<file path="config.mk">
export PLATFORM = sky130hd
export DESIGN_NAME = fetch_ctrl
export DESIGN_NICKNAME = d
export VERILOG_FILES = /design/src/rtl/fetch_pkg.sv /design/src/rtl/fetch_ctrl_ret_stack.sv /design/src/rtl/fetch_ctrl.sv
export SDC_FILE = /design/constraint.sdc
export NUM_CORES = 1
export LEC_CHECK = 0
export CAP_MARGIN = 15
export CELL_PAD_IN_SITES_DETAIL_PLACEMENT = 1
export CELL_PAD_IN_SITES_GLOBAL_PLACEMENT = 1
export CORE_MARGIN = 5
export CORE_UTILIZATION = 45
export DETAILED_ROUTE_END_ITERATION = 10
export GPL_TIMING_DRIVEN = 0
export PLACE_DENSITY = 0.92
export SYNTH_ARGS = -nofsm -noshare
export SYNTH_HDL_FRONTEND = slang
export SYNTH_SLANG_ARGS = --single-unit
</file>
<file path="constraint.sdc">
create_clock -name clk -period 4.9 [get_ports clk]
set_clock_uncertainty 0.2 [all_clocks]
set_input_delay 0.735 -clock clk [delete_from_list [all_inputs] [get_ports clk]]
set_output_delay 0.735 -clock clk [all_outputs]
set_load 0.005 [all_outputs]
</file>
<file path="src/rtl/fetch_pkg.sv">
// Shared definitions for the fetch controller.
// Contents:
//   state_t   - FSM state encoding (IDLE, RUN, DONE)
//   COND_*    - cond_sel encodings for conditional jumps and calls
//   cond_eval - picks the jump condition from the registered flags
package fetch_pkg;

  typedef enum logic [1:0] {
    IDLE = 2'd0,
    RUN  = 2'd1,
    DONE = 2'd2
  } state_t;

  localparam logic [1:0] COND_ALW  = 2'b00;
  localparam logic [1:0] COND_ZERO = 2'b01;
  localparam logic [1:0] COND_PARI = 2'b10;
  localparam logic [1:0] COND_SC   = 2'b11;

  function automatic logic cond_eval(input logic [1:0] sel,
                                     input logic       zero_q,
                                     input logic       pari_q,
                                     input logic       sc_q);
    case (sel)
      COND_ZERO: cond_eval = zero_q;
      COND_PARI: cond_eval = pari_q;
      COND_SC:   cond_eval = sc_q;
      default:   cond_eval = 1'b1;
    endcase
  endfunction

endpackage

</file>
<file path="src/rtl/fetch_ctrl_ret_stack.sv">
// Hardware return-address stack for call/return.
// Ports:
//   clk       - system clock, rising edge
//   reset     - asynchronous active-low reset, empties the stack
//   clr       - synchronous empty (used when a new run starts)
//   push      - write push_data on top (ignored when full)
//   pop       - discard top entry (ignored when empty)
//   push_data - return address to store
//   pop_data  - current top entry (valid when !empty)
//   full      - SD entries held
//   empty     - no entries held
module ret_stack #(
  parameter int D  = 12,
  parameter int SD = 4
) (
  input  logic         clk,
  input  logic         reset,
  input  logic         clr,
  input  logic         push,
  input  logic         pop,
  input  logic [D-1:0] push_data,
  output logic [D-1:0] pop_data,
  output logic         full,
  output logic         empty
);

  localparam int SPW = $clog2(SD + 1);
  localparam int IW  = (SD > 1) ? $clog2(SD) : 1;

  logic [SPW-1:0] sp;
  logic [SPW-1:0] sp_m1;
  logic [D-1:0]   mem [0:SD-1];

  assign sp_m1    = sp - 1'b1;
  assign full     = (sp == SPW'(SD));
  assign empty    = (sp == '0);
  assign pop_data = mem[sp_m1[IW-1:0]];

  always_ff @(posedge clk or negedge reset) begin
    if (!reset) begin
      sp <= '0;
    end else if (clr) begin
      sp <= '0;
    end else if (push && !full) begin
      sp <= sp + 1'b1;
    end else if (pop && !empty) begin
      sp <= sp_m1;
    end
  end

  // Entries carry no reset; only sp decides which ones are meaningful.
  always_ff @(posedge clk) begin
    if (push && !full && !clr) begin
      mem[sp[IW-1:0]] <= push_data;
    end
  end

endmodule

</file>
<file path="src/rtl/fetch_ctrl.sv">
// Fetch controller: program counter, req/done run handshake, conditional
// relative/absolute jumps, and call/return through a return-address stack.
// Ports:
//   clk, reset            - clock (rising edge), async active-low reset
//   req                   - start request, sampled in IDLE/DONE
//   halt                  - halt instruction at current PC
//   reljump_en/absjump_en - relative / absolute jump requests
//   call_en/ret_en        - call (push pc+1, jump to target) / return
//   cond_sel              - 00 always, 01 zero, 10 parity, 11 carry
//   zero_q/pari_q/sc_q    - registered ALU flags
//   rel_off               - two's-complement relative offset
//   target                - absolute target from PC_LUT
//   prog_ctr              - current program counter
//   run/done              - state RUN / state DONE
//   stk_err               - sticky stack overflow/underflow flag
module fetch_ctrl
  import fetch_pkg::*;
#(
  parameter int          D        = 12,
  parameter int          SD       = 4,
  parameter int unsigned START_PC = 0,
  parameter int unsigned END_PC   = 128
) (
  input  logic                clk,
  input  logic                reset,
  input  logic                req,
  input  logic                halt,
  input  logic                reljump_en,
  input  logic                absjump_en,
  input  logic                call_en,
  input  logic                ret_en,
  input  logic [1:0]          cond_sel,
  input  logic                zero_q,
  input  logic                pari_q,
  input  logic                sc_q,
  input  logic signed [D-1:0] rel_off,
  input  logic [D-1:0]        target,
  output logic [D-1:0]        prog_ctr,
  output logic                run,
  output logic                done,
  output logic                stk_err
);

  localparam logic [D-1:0] START_V = D'(START_PC);

  state_t       state, state_nxt;
  logic [D-1:0] pc_nxt, npc, pc_inc, pc_rel, pop_data;
  logic         err_nxt, stop, cond, push, pop, clr, full, empty;

  // Both adds are modulo 2^D; the offset's sign bits make the wrap work.
  assign pc_inc = prog_ctr + 1'b1;
  assign pc_rel = prog_ctr + rel_off;
  assign cond   = cond_eval(cond_sel, zero_q, pari_q, sc_q);

  ret_stack #(.D(D), .SD(SD)) u_stack (
    .clk       (clk),
    .reset     (reset),
    .clr       (clr),
    .push      (push),
    .pop       (pop),
    .push_data (pc_inc),
    .pop_data  (pop_data),
    .full      (full),
    .empty     (empty)
  );

  always_comb begin
    state_nxt = state;
    pc_nxt    = prog_ctr;
    err_nxt   = stk_err;
    npc       = pc_inc;
    stop      = 1'b0;
    push      = 1'b0;
    pop       = 1'b0;
    clr       = 1'b0;
    case (state)
      IDLE: begin
        if (req) begin
          state_nxt = RUN;
          pc_nxt    = START_V;
          clr       = 1'b1;
        end
      end
      RUN: begin
        // halt and stack faults stop with the PC parked where it is.
        if (halt) begin
          stop = 1'b1;
        end else if (ret_en) begin
          if (empty) begin
            stop    = 1'b1;
            err_nxt = 1'b1;
          end else begin
            pop = 1'b1;
            npc = pop_data;
          end
        end else if (call_en && cond) begin
          if (full) begin
            stop    = 1'b1;
            err_nxt = 1'b1;
          end else begin
            push = 1'b1;
            npc  = target;
          end
        end else if (absjump_en && cond) begin
          npc = target;
        end else if (reljump_en && cond) begin
          npc = pc_rel;
        end
        if (stop) begin
          state_nxt = DONE;
        end else begin
          pc_nxt = npc;
          if (32'(npc) == END_PC) state_nxt = DONE;
        end
      end
      DONE: begin
        if (req) begin
          state_nxt = RUN;
          pc_nxt    = START_V;
          err_nxt   = 1'b0;
          clr       = 1'b1;
        end
      end
      default: state_nxt = IDLE;
    endcase
  end

  always_ff @(posedge clk or negedge reset) begin
    if (!reset) begin
      state    <= IDLE;
      prog_ctr <= START_V;
      stk_err  <= 1'b0;
    end else begin
      state    <= state_nxt;
      prog_ctr <= pc_nxt;
      stk_err  <= err_nxt;
    end
  end

  assign run  = (state == RUN);
  assign done = (state == DONE);

endmodule
</file>
# ---- Word-level counts from Yosys, hierarchy flattened
# Memories as Yosys holds them, arrays and structs flattened.
# Index checks and enable logic that the tools add are counted.
dict set report totals {
  register_bits 18
  mem_bits_rw 48
  inputBits 37
  output_inout_bits 15
  elab_cells 87
  n_memories 1
}
# name depth width rd rd_ports_with_merged_regs write_ports line_no
set memory_table {}
lappend memory_table {u_stack.mem 4 12 1 0 1 fetch_ctrl_ret_stack.sv:32} ;# logic [D-1:0] mem [0:SD-1];
dict set report op_classes {
  n_addsub 4
  n_eq_ne 15
  n_mux 45
  reduce_logical 18
}
# cell n
set ops {}
lappend ops {{2-to-1 mux 12 bit} 10}
lappend ops {{2-to-1 mux 1 bit} 25}
lappend ops {{one-hot mux 12 bit (2 select lines)} 1}
lappend ops {{adder 12 x 1 -> 12 bit, second input constant} 1}
lappend ops {{adder 12 bit} 1}
lappend ops {{== test 12 x 8 -> 1 bit, second input constant} 1}
lappend ops {{2-to-1 mux 3 bit} 3}
lappend ops {{!= test 3 x 2 -> 1 bit, second input constant} 3}
lappend ops {{== test 2 bit, second input constant} 3}
lappend ops {{logical AND 1 bit} 6}
lappend ops {{2-to-1 mux 2 bit} 3}
lappend ops {{!= test 2 bit, second input constant} 3}
lappend ops {{AND reduction 6 bit} 1}
lappend ops {{== test 2 x 1 -> 1 bit, second input constant} 2}
lappend ops {{one-hot mux 2 bit (2 select lines)} 1}
lappend ops {{nonzero test 2 bit} 2}
lappend ops {{adder 3 x 1 -> 3 bit, second input constant} 1}
lappend ops {{== test 3 bit, second input constant} 1}
lappend ops {{logical NOT 1 bit} 3}
lappend ops {{logical NOT 3 bit} 1}
lappend ops {{!= test 3 x 1 -> 1 bit, second input constant} 1}
lappend ops {{one-hot mux 1 bit (3 select lines)} 1}
lappend ops {{AND reduction 3 bit} 1}
lappend ops {{nonzero test 3 bit} 1}
lappend ops {{other kinds (6)} 6}

# ---- Longest topological paths before layout
# Gate-level depths: netlist of the first run.
dict set report depth {
  ltp_word 13
  mapped_depth 13
  depth_no_buf 11
}

# ---- Hierarchy
# From an unflattened synthesis of the first run, not the netlist that was laid out.
dict set report unflattened {
  cells_unflattened 421
  area_unflattened_um2 4434.3
}
# module n_inst cells_per_inst area_each_um2 seq_area_each_um2
set modules_own_cells {}
lappend modules_own_cells {fetch_ctrl 1 322 2354.8 375.4}
lappend modules_own_cells {ret_stack 1 99 2079.5 1516.5}

# ---- Worst setup path after synthesis of the first run
# OpenSTA, ideal clock, no wires.
dict set report synth_timing {
  path_type {register to register}
  from {reg u_stack.sp[0]}
  to {reg state[0]}
  setup_ps 96
  arrival_ps 3251
  required_ps 4604
  slack_ps 1354
  path_stages_with_launch 12
  path_buffers 2
  period_less_slack_ps 3546
  cell_sequence {dfrtp_1 buf_2 inv_1 ha_1 clkbuf_1 mux4_2 a22o_1 a221oi_2 o2111ai_1 or4_4 and3_4 o32ai_2}
}
dict set report synth_via {
  elab_chain_len 9
  word_cells_on_any_way 21
  classes_between {1 x add/sub; 3 x eq/ne; 14 x mux; 2 x reduce/logical; 1 x memory}
}
# element line_no
set synth_lines {}
lappend synth_lines {{from (decl)} fetch_ctrl_ret_stack.sv:30} ;# logic [SPW-1:0] sp;
lappend synth_lines {{from (signal assigned)} fetch_ctrl_ret_stack.sv:45} ;# sp <= sp + 1'b1;
lappend synth_lines {{from (signal assigned)} fetch_ctrl_ret_stack.sv:47} ;# sp <= sp_m1;
lappend synth_lines {{subtractor 3 x 1 -> 3 bit / == test 3 bit (equally long branches)} {fetch_ctrl_ret_stack.sv:34, fetch_ctrl_ret_stack.sv:35}}
lappend synth_lines {{memory read (4 x 12 bit) / 2-to-1 mux 12 bit (equally long branches)} n/a}
lappend synth_lines {{2-to-1 mux 12 bit, on equally long branches} {fetch_ctrl.sv:89, fetch_ctrl.sv:96}}
lappend synth_lines {{2-to-1 mux 12 bit} fetch_ctrl.sv:88} ;# end else if (ret_en) begin
lappend synth_lines {{2-to-1 mux 12 bit} fetch_ctrl.sv:86} ;# if (halt) begin
lappend synth_lines {{2-to-1 mux 12 bit} fetch_ctrl.sv:76} ;# case (state)
lappend synth_lines {{== test 12 x 8 -> 1 bit} fetch_ctrl.sv:113} ;# if (32'(npc) == END_PC) state_nxt = DONE;
lappend synth_lines {{!= test 3 x 1 -> 1 bit (no source line)} n/a}
lappend synth_lines {{AND reduction 2 bit (no source line)} n/a}
lappend synth_lines {{to (signal assigned)} fetch_ctrl.sv:134} ;# state <= state_nxt;
lappend synth_lines {{to (decl)} fetch_ctrl.sv:46} ;# state_t state, state_nxt;
# Parallel ways exist; a longest one is shown, timed or not. The select of a mux whose other input is x is not followed.
# A chain may end at the register's enable or synchronous reset.

# ---- Worst setup path in the final report of the first run
# Ends and elaborated chain as after synthesis.

==> summary.md, run 1 <==
| Metric | Value |
|---|---|
| Crit share post-route | `0.896` |
| Most frequent cells in the layout | `clkdlybuf4s50_1, edfxtp_1, nand2_1, nor2_1, o21ai_0` |
| Worst setup margin | `0.507 ns` |
| P_sw | `1.10 mW` |
| Fraction of layout cells with a size suffix above 1 | `0.144` |
| Worst R2R Path Depth | `10` |
| Worst slew margin | `0.443` |
| Area Overhead vs Synth | `20.0%` |
| HP Class | `reg -> reg` |
| Synth warn | `0` |
| Largest net degree at the start of global routing | `19` |
| Total gr overflow | `0` |
| Final Critical Period | `4.39 ns` |
| Final slew viol count | `0` |
| First-pass GRT wire length | `20700 um` |
| Setup TNS | `0 ns` |
| Max stage delay cell, worst path | `dfrtp_1` |
| Antenna fix cells | `0` |
| Hold depth | `2` |
| Synth Register Bits | `66` |
| Outcome | `finished clean` |
| Endpoints failing setup | `0` |
| 1st-iter DRT viols | `211` |
| VDD IR-drop max | `0.204 mV` |
| Die area | `11600 um^2` |
| Routability cong. | `0.947` |
| Vias | `3584` |
| Power density of the placed cells | `505 nW/um^2` |
| First-pass detailed-route iteration total | `4` |
| TritonCTS Sinks | `66` |
| FP Rows | `35` |
| Slew @ Worst Pin | `0.832 ns` |
| Worst-Skew Late Latency | `0.35 ns` |
| Longest Clk Path Bufs | `2` |
| RSZ-0062 raised after global routing | `no` |
| Crit Path Max Fanout | `10` |
| Die Height | `108 um` |
| Clock Power Share | `0.177` |
| Leakage power | `1.90 nW` |
| Nets@finish | `505` |
| Combinational power share | `0.509` |
| DP HPWL | `10200 um` |
| Hold worst-path end | `stk_err` |
| Detailed Route WL | `13000 um` |
| Reg2reg end | `state[0]` |
| Critical Path End Type | `register` |
| Worst endpoint data arrival time | `4.41 ns` |
| CTS clk-pin slew, worst paths | `0.08 ns` |
| Sequential power share | `0.313` |
| Max_cap viols | `0` |
| Crit path kind | `reg -> reg` |
| Ys async rst share | `0.273` |
| Top Ports | `52` |
| Slowest stage delay, CP | `0.55 ns` |
| Synth Flop Type | `edfxtp_1` |
| Worst R2R Start | `u_stack.sp[0]` |
| Antenna violations before repair | `0` |
| Hold buffers post-CTS | `0` |
| Worst endpoint required time | `4.91 ns` |
| Post-synthesis cell count | `385` |
| Net Count, Synth | `444` |
| Resize count post-CTS | `0` |
| Setup slack at placement | `0.481 ns` |
| HP Start | `stk_err` |
| H-tree depth | `3` |
| Vias per inst | `6.18` |
| Switch share | `0.424` |
| Clock Tree Root | `clkbuf_8` |
| Residual DRC count | `0` |
| Die Span X | `108 um` |
| Core ar. | `9280 um^2` |
| Mapped cell area | `4290 um^2` |
| Cell count after placement | `564` |
| Hold Vio Cnt, Final | `0` |
| Most common cell after layout, fill and taps aside | `clkdlybuf4s50_1` |
| P_int | `1.50 mW` |
| Cell Chain, Critical Path | `buf_2 > inv_1 > ha_1 > clkbuf_1 > mux4_2 > a221oi_1 > nand4b_1 > or4_4 > a31oi_1 > o32ai_2` |
| Worst Setup Start Kind | `register` |
| Fmax achieved | `228 MHz` |
| Vias in the first global route | `3856` |
| Starting density of the core | `0.462` |
| Finished Layout Cells | `580` |
| Post-CTS Setup Bufs | `0` |
| CTS tree | `built` |
| Mean area per synthesized cell | `11.1 um^2` |
| IO buf count | `50` |
| Register area share after synthesis | `0.441` |
| Worst reg2reg setup slack | `0.51 ns` |
| Post-synth EDFFs | `48` |
| Post-synth cell types | `74` |
| Cts bufs inserted | `9` |
| GRT Resource Usage Total | `0.235` |
| Final ANT Viol Nets | `0` |
| Wire per inst | `22.4 um` |
-- per-layer routing --
layer | up-vias | GRT usage | part of all wire
li1 | 1628 | - | -
met5 | - | 0 | 0
met2 | 146 | 0.397 | 0.50
met3 | 39 | 0.0420 | 0.055
met1 | 1771 | 0.290 | 0.41
met4 | 0 | 0.115 | 0.037
-- Yosys cell counts (all sizes together), types with 2 or more instances --
cell / n / area share
a31oi: 7 / 0.010
nand2b: 2 / 0.0029
nand4: 5 / 0.0073
nand2: 31 / 0.028
clkbuf: 10 / 0.018
edfxtp: 48 / 0.34
a22oi: 4 / 0.0070
o211ai: 5 / 0.0099
o21ai: 27 / 0.033
a211o: 3 / 0.0064
mux4: 12 / 0.063
xor2: 7 / 0.014
nor3: 11 / 0.013
buf: 3 / 0.0055
a2111oi: 3 / 0.012
o2111ai: 2 / 0.0041
a21oi: 19 / 0.023
ha: 21 / 0.061
xnor2: 12 / 0.025
inv: 16 / 0.014
nor3b: 2 / 0.0061
o21a: 2 / 0.0035
o2bb2ai: 4 / 0.0082
a21boi: 2 / 0.0035
mux2: 2 / 0.0053
nand3: 8 / 0.0093
or2: 4 / 0.0058
and3: 10 / 0.016
a211oi: 8 / 0.016
nor2: 29 / 0.025
o32ai: 3 / 0.0079
o22ai: 5 / 0.0073
and2: 2 / 0.0032
o31ai: 3 / 0.0053
a22o: 4 / 0.0082
a221oi: 5 / 0.013
a21o: 7 / 0.013
o221ai: 3 / 0.0061
dfrtp: 18 / 0.11
-- logic make-up after synthesis --
group,after synthesis,share of synthesized area
compound gates,121,0.210
flops,66,0.441
simple gates,113,0.135
xor+xnor,19,0.0388
fa+ha+maj,22,0.0660
buf+inv,29,0.0380
mux,15,0.0715
-- registers in the layout (all words and copies together) (netlist names) --
signal,flops
state,2
u_stack.mem,48
prog_ctr,12
stk_err,1
u_stack.sp,3
-- power groups by stage --
stage,clock network [mW],registers (mW),logic [mW]
2_1_floorplan,0,0.793,0.853
3_3_place_gp,0,0.818,1.23
3_5_place_dp,0,0.824,1.30
4_1_cts,0.467,0.813,1.31
5_1_grt,0.496,0.825,1.42
6_report,0.461,0.814,1.32
-- area by class of cell --
class | count | area, um^2
flip-flops and latches | 66 | 1890
plain buffers | 13 | 103
fillers | 1013 | 4140
clock buffers | 10 | 128
inverters | 16 | 60.1
well taps | 129 | 161
repair buffers | 50 | 500
multi-input cells | 290 | 2230
clock inverters | 6 | 66.3
-- worst max-delay path, delay by kind of cell, from the launching register on --
family                     cells  cell delay [ns]
buffers and inverters          3             1.08
AOI/OAI and AO/OA              3             0.85
and+or+nand+nor                2             0.71
DFF                            1             0.55
adders and majority gates      1             0.47
muxes                          1             0.39
-- metrics by stage --
step | cell area (um^2) | utilization | power, mW | hold slack (ns)
CTS | 5140 | 0.554 | 2.59 | 0.357
finish | 5140 | 0.554 | 2.60 | 0.359
floorplan | 4290 | - | 1.65 | 0.239
detailed placement | 4950 | 0.533 | 2.12 | 0.331
global route | 5140 | 0.554 | 2.74 | 0.403
global placement | 4950 | 0.533 | 2.05 | 0.313
-- worst max path at each step --
stage,slack [ns],end,startpoint
6_report,0.51,state[0],u_stack.sp[0]
5_1_grt,0.23,state[0],u_stack.sp[0]
4_1_cts,0.45,state[0],u_stack.sp[0]
3_5_place_dp,0.48,state[0],u_stack.sp[0]
3_3_place_gp,0.60,state[0],u_stack.sp[0]
2_1_floorplan,1.35,state[0],u_stack.sp[0]
No activity file was read; power rests on OpenSTA's default activity.
==> run 2: changes to the inputs <==
--- a/config.mk
+++ b/config.mk
@@ -12,7 +12,7 @@
 export CORE_UTILIZATION = 45
 export DETAILED_ROUTE_END_ITERATION = 10
 export GPL_TIMING_DRIVEN = 0
-export PLACE_DENSITY = 0.92
+export PLACE_DENSITY_LB_ADDON = 0.1
 export SYNTH_ARGS = -nofsm -noshare
 export SYNTH_HDL_FRONTEND = slang
 export SYNTH_SLANG_ARGS = --single-unit
==> run 2 against run 1 <==
Critical path depth unchanged. Clock-buffer cell count shrank 1. Power up 0.39%. Worst hold slack got worse by 0.038 ns. Fmax shrank 2.1%. Critical path type unchanged. Critical endpoint unchanged. Largest cell class unchanged.
==> summary.md, run 2 (same netlist as run 1, synthesis figures left out) <==
| Metric | Value |
|---|---|
| Antenna violations before repair | `0` |
| Endpoints failing setup | `0` |
| Fill count | `1028` |
| Core ar. | `9280 um^2` |
| Starting density of the core | `0.462` |
| GRT Resource Usage Total | `0.239` |
| Hold worst-path end | `stk_err` |
| First-pass GRT wire length | `21000 um` |
| Hold depth | `2` |
| Final Critical Period | `4.49 ns` |
| TritonCTS Sinks | `66` |
| Finished Layout Cells | `580` |
| Final ANT Viol Nets | `0` |
| Worst R2R Path Depth | `10` |
| Worst-Skew Late Latency | `0.35 ns` |
| Area of the multi-input gates | `2230 um^2` |
| Worst endpoint data arrival time | `4.54 ns` |
| Crit share post-route | `0.915` |
| Crit path kind | `reg -> reg` |
| Hold Vio Cnt, Final | `0` |
| 1st-iter DRT viols | `277` |
| Die Height | `108 um` |
| Clock Tree Root | `clkbuf_8` |
| Residual DRC count | `0` |
| FP Rows | `35` |
| Most frequent cells in the layout | `clkdlybuf4s50_1, edfxtp_1, nand2_1, nor2_1, o21ai_0` |
| Wire per inst | `23.0 um` |
| VDD IR-drop max | `0.282 mV` |
| Fmax achieved | `223 MHz` |
| Most common cell after layout, fill and taps aside | `clkdlybuf4s50_1` |
| RSZ-0062 raised after global routing | `no` |
| Worst reg2reg setup slack | `0.41 ns` |
| Nets@finish | `505` |
| Critical Path End Type | `register` |
| Cell Chain, Critical Path | `buf_2 > inv_1 > ha_1 > clkbuf_1 > mux4_2 > a221oi_1 > nand4b_1 > or4_4 > and3_4 > o32ai_2` |
| Cts bufs inserted | `9` |
| Worst endpoint required time | `4.95 ns` |
| Fraction of layout cells with a size suffix above 1 | `0.149` |
| Max stage delay cell, worst path | `clkbuf_1` |
| Total gr overflow | `0` |
| Max_cap viols | `0` |
| HP Start | `stk_err` |
| Worst slew margin | `0.364` |
| Die Span X | `108 um` |
| Vias | `3541` |
| Number of flip-flops in the largest register | `48` |
| Setup TNS | `0 ns` |
| Detailed Route WL | `13300 um` |
| First-pass detailed-route iteration total | `5` |
| Leakage power | `1.91 nW` |
| Crit-path leading delay family | `buffers and inverters` |
| CTS clk-pin slew, worst paths | `0.08 ns` |
| Slew @ Worst Pin | `0.951 ns` |
| Placed Area | `4950 um^2` |
| HP Class | `reg -> reg` |
| Post-CTS Setup Bufs | `0` |
| Register area | `1890 um^2` |
| Worst path bufs/invs | `3` |
| DP HPWL | `10300 um` |
| Die area | `11600 um^2` |
| H-tree depth | `3` |
| CTS tree | `built` |
| Antenna fix cells | `0` |
| Vias per inst | `6.11` |
| Longest Clk Path Bufs | `2` |
| Cell count after placement | `564` |
| Routability cong. | `0.904` |
| Largest net degree at the start of global routing | `19` |
| Top Ports | `52` |
| Hold buffers post-CTS | `0` |
| Slowest stage delay, CP | `0.55 ns` |
| Vias in the first global route | `3681` |
| Worst R2R Start | `u_stack.sp[0]` |
| Outcome | `finished clean` |
| Final slew viol count | `0` |
| Resize count post-CTS | `0` |
| Area Overhead vs Synth | `20.1%` |
| Crit Path Max Fanout | `10` |
| Worst Setup Start Kind | `register` |
| Power density of the placed cells | `507 nW/um^2` |
| Reg2reg end | `state[0]` |
| IO buf count | `50` |
| Fin area | `5150 um^2` |
run 2: metrics by stage:
| stage | power (mW) | setup WS, ns | hold WS [ns] | utilization |
|---|---|---|---|---|
| floorplan | 1.65 | 1.35 | 0.239 | - |
| global placement | 2.09 | 0.459 | 0.297 | 0.533 |
| detailed placement | 2.13 | 0.414 | 0.311 | 0.533 |
| CTS | 2.61 | 0.372 | 0.327 | 0.554 |
| global route | 2.77 | 0.154 | 0.358 | 0.554 |
| finish | 2.61 | 0.414 | 0.321 | 0.554 |
run 2: cell type report:
cell class,instances,area share
multi-input combinational,290,0.433
sequential,66,0.368
timing repair buffer,50,0.0972
tap,129,0.0314
clock buffer,9,0.0241
buffer,13,0.0199
clock inverter,7,0.0148
inverter,16,0.0117
run 2: worst max-delay path by stage:
| stage | from | end | slack (ns) | cells after the start |
|---|---|---|---|---|
| final | u_stack.sp[0] | state[0] | 0.41 | 10 |
| after global routing | u_stack.sp[0] | state[0] | 0.15 | 11 |
| after CTS | u_stack.sp[0] | state[0] | 0.37 | 10 |
| after detailed placement | u_stack.sp[0] | state[0] | 0.41 | 10 |
| after global placement | u_stack.sp[0] | state[0] | 0.46 | 10 |
| after floorplan | u_stack.sp[0] | state[0] | 1.35 | 11 |
run 2: worst register-to-register path: cells and delay by family, from the launching register on:
| kind | cells | cell delay [ns] |
|---|---|---|
| flip-flops | 1 | 0.54 |
| multiplexers | 1 | 0.45 |
| AO/OA/AOI/OAI | 2 | 0.69 |
| adder cells (fa/ha/maj) | 1 | 0.48 |
| AND/OR/NAND/NOR | 3 | 0.91 |
| buffers and inverters | 3 | 1.12 |
run 2: report_power, final:
part	switching (mW)	total, mW	internal (mW)
logic	0.769	1.32	0.551
clock network	0.241	0.480	0.239
registers	0.0994	0.809	0.710
run 2: layer usage:
layer	GRT usage	part of all wire	vias to the layer above
li1	-	-	1617
met1	0.325	0.43	1763
met2	0.392	0.49	140
met3	0.0492	0.069	21
met4	0.0586	0.016	0
met5	0	0	-
==> run 3: changes to the inputs <==
--- a/config.mk
+++ b/config.mk
@@ -11,6 +11,7 @@
 export CORE_MARGIN = 5
 export CORE_UTILIZATION = 45
 export DETAILED_ROUTE_END_ITERATION = 10
+export GPL_ROUTABILITY_DRIVEN = 0
 export GPL_TIMING_DRIVEN = 0
 export PLACE_DENSITY_LB_ADDON = 0.1
 export SYNTH_ARGS = -nofsm -noshare
==> results of run 3 <==
Final layout, timing and power as in run 2 (identical DEF).
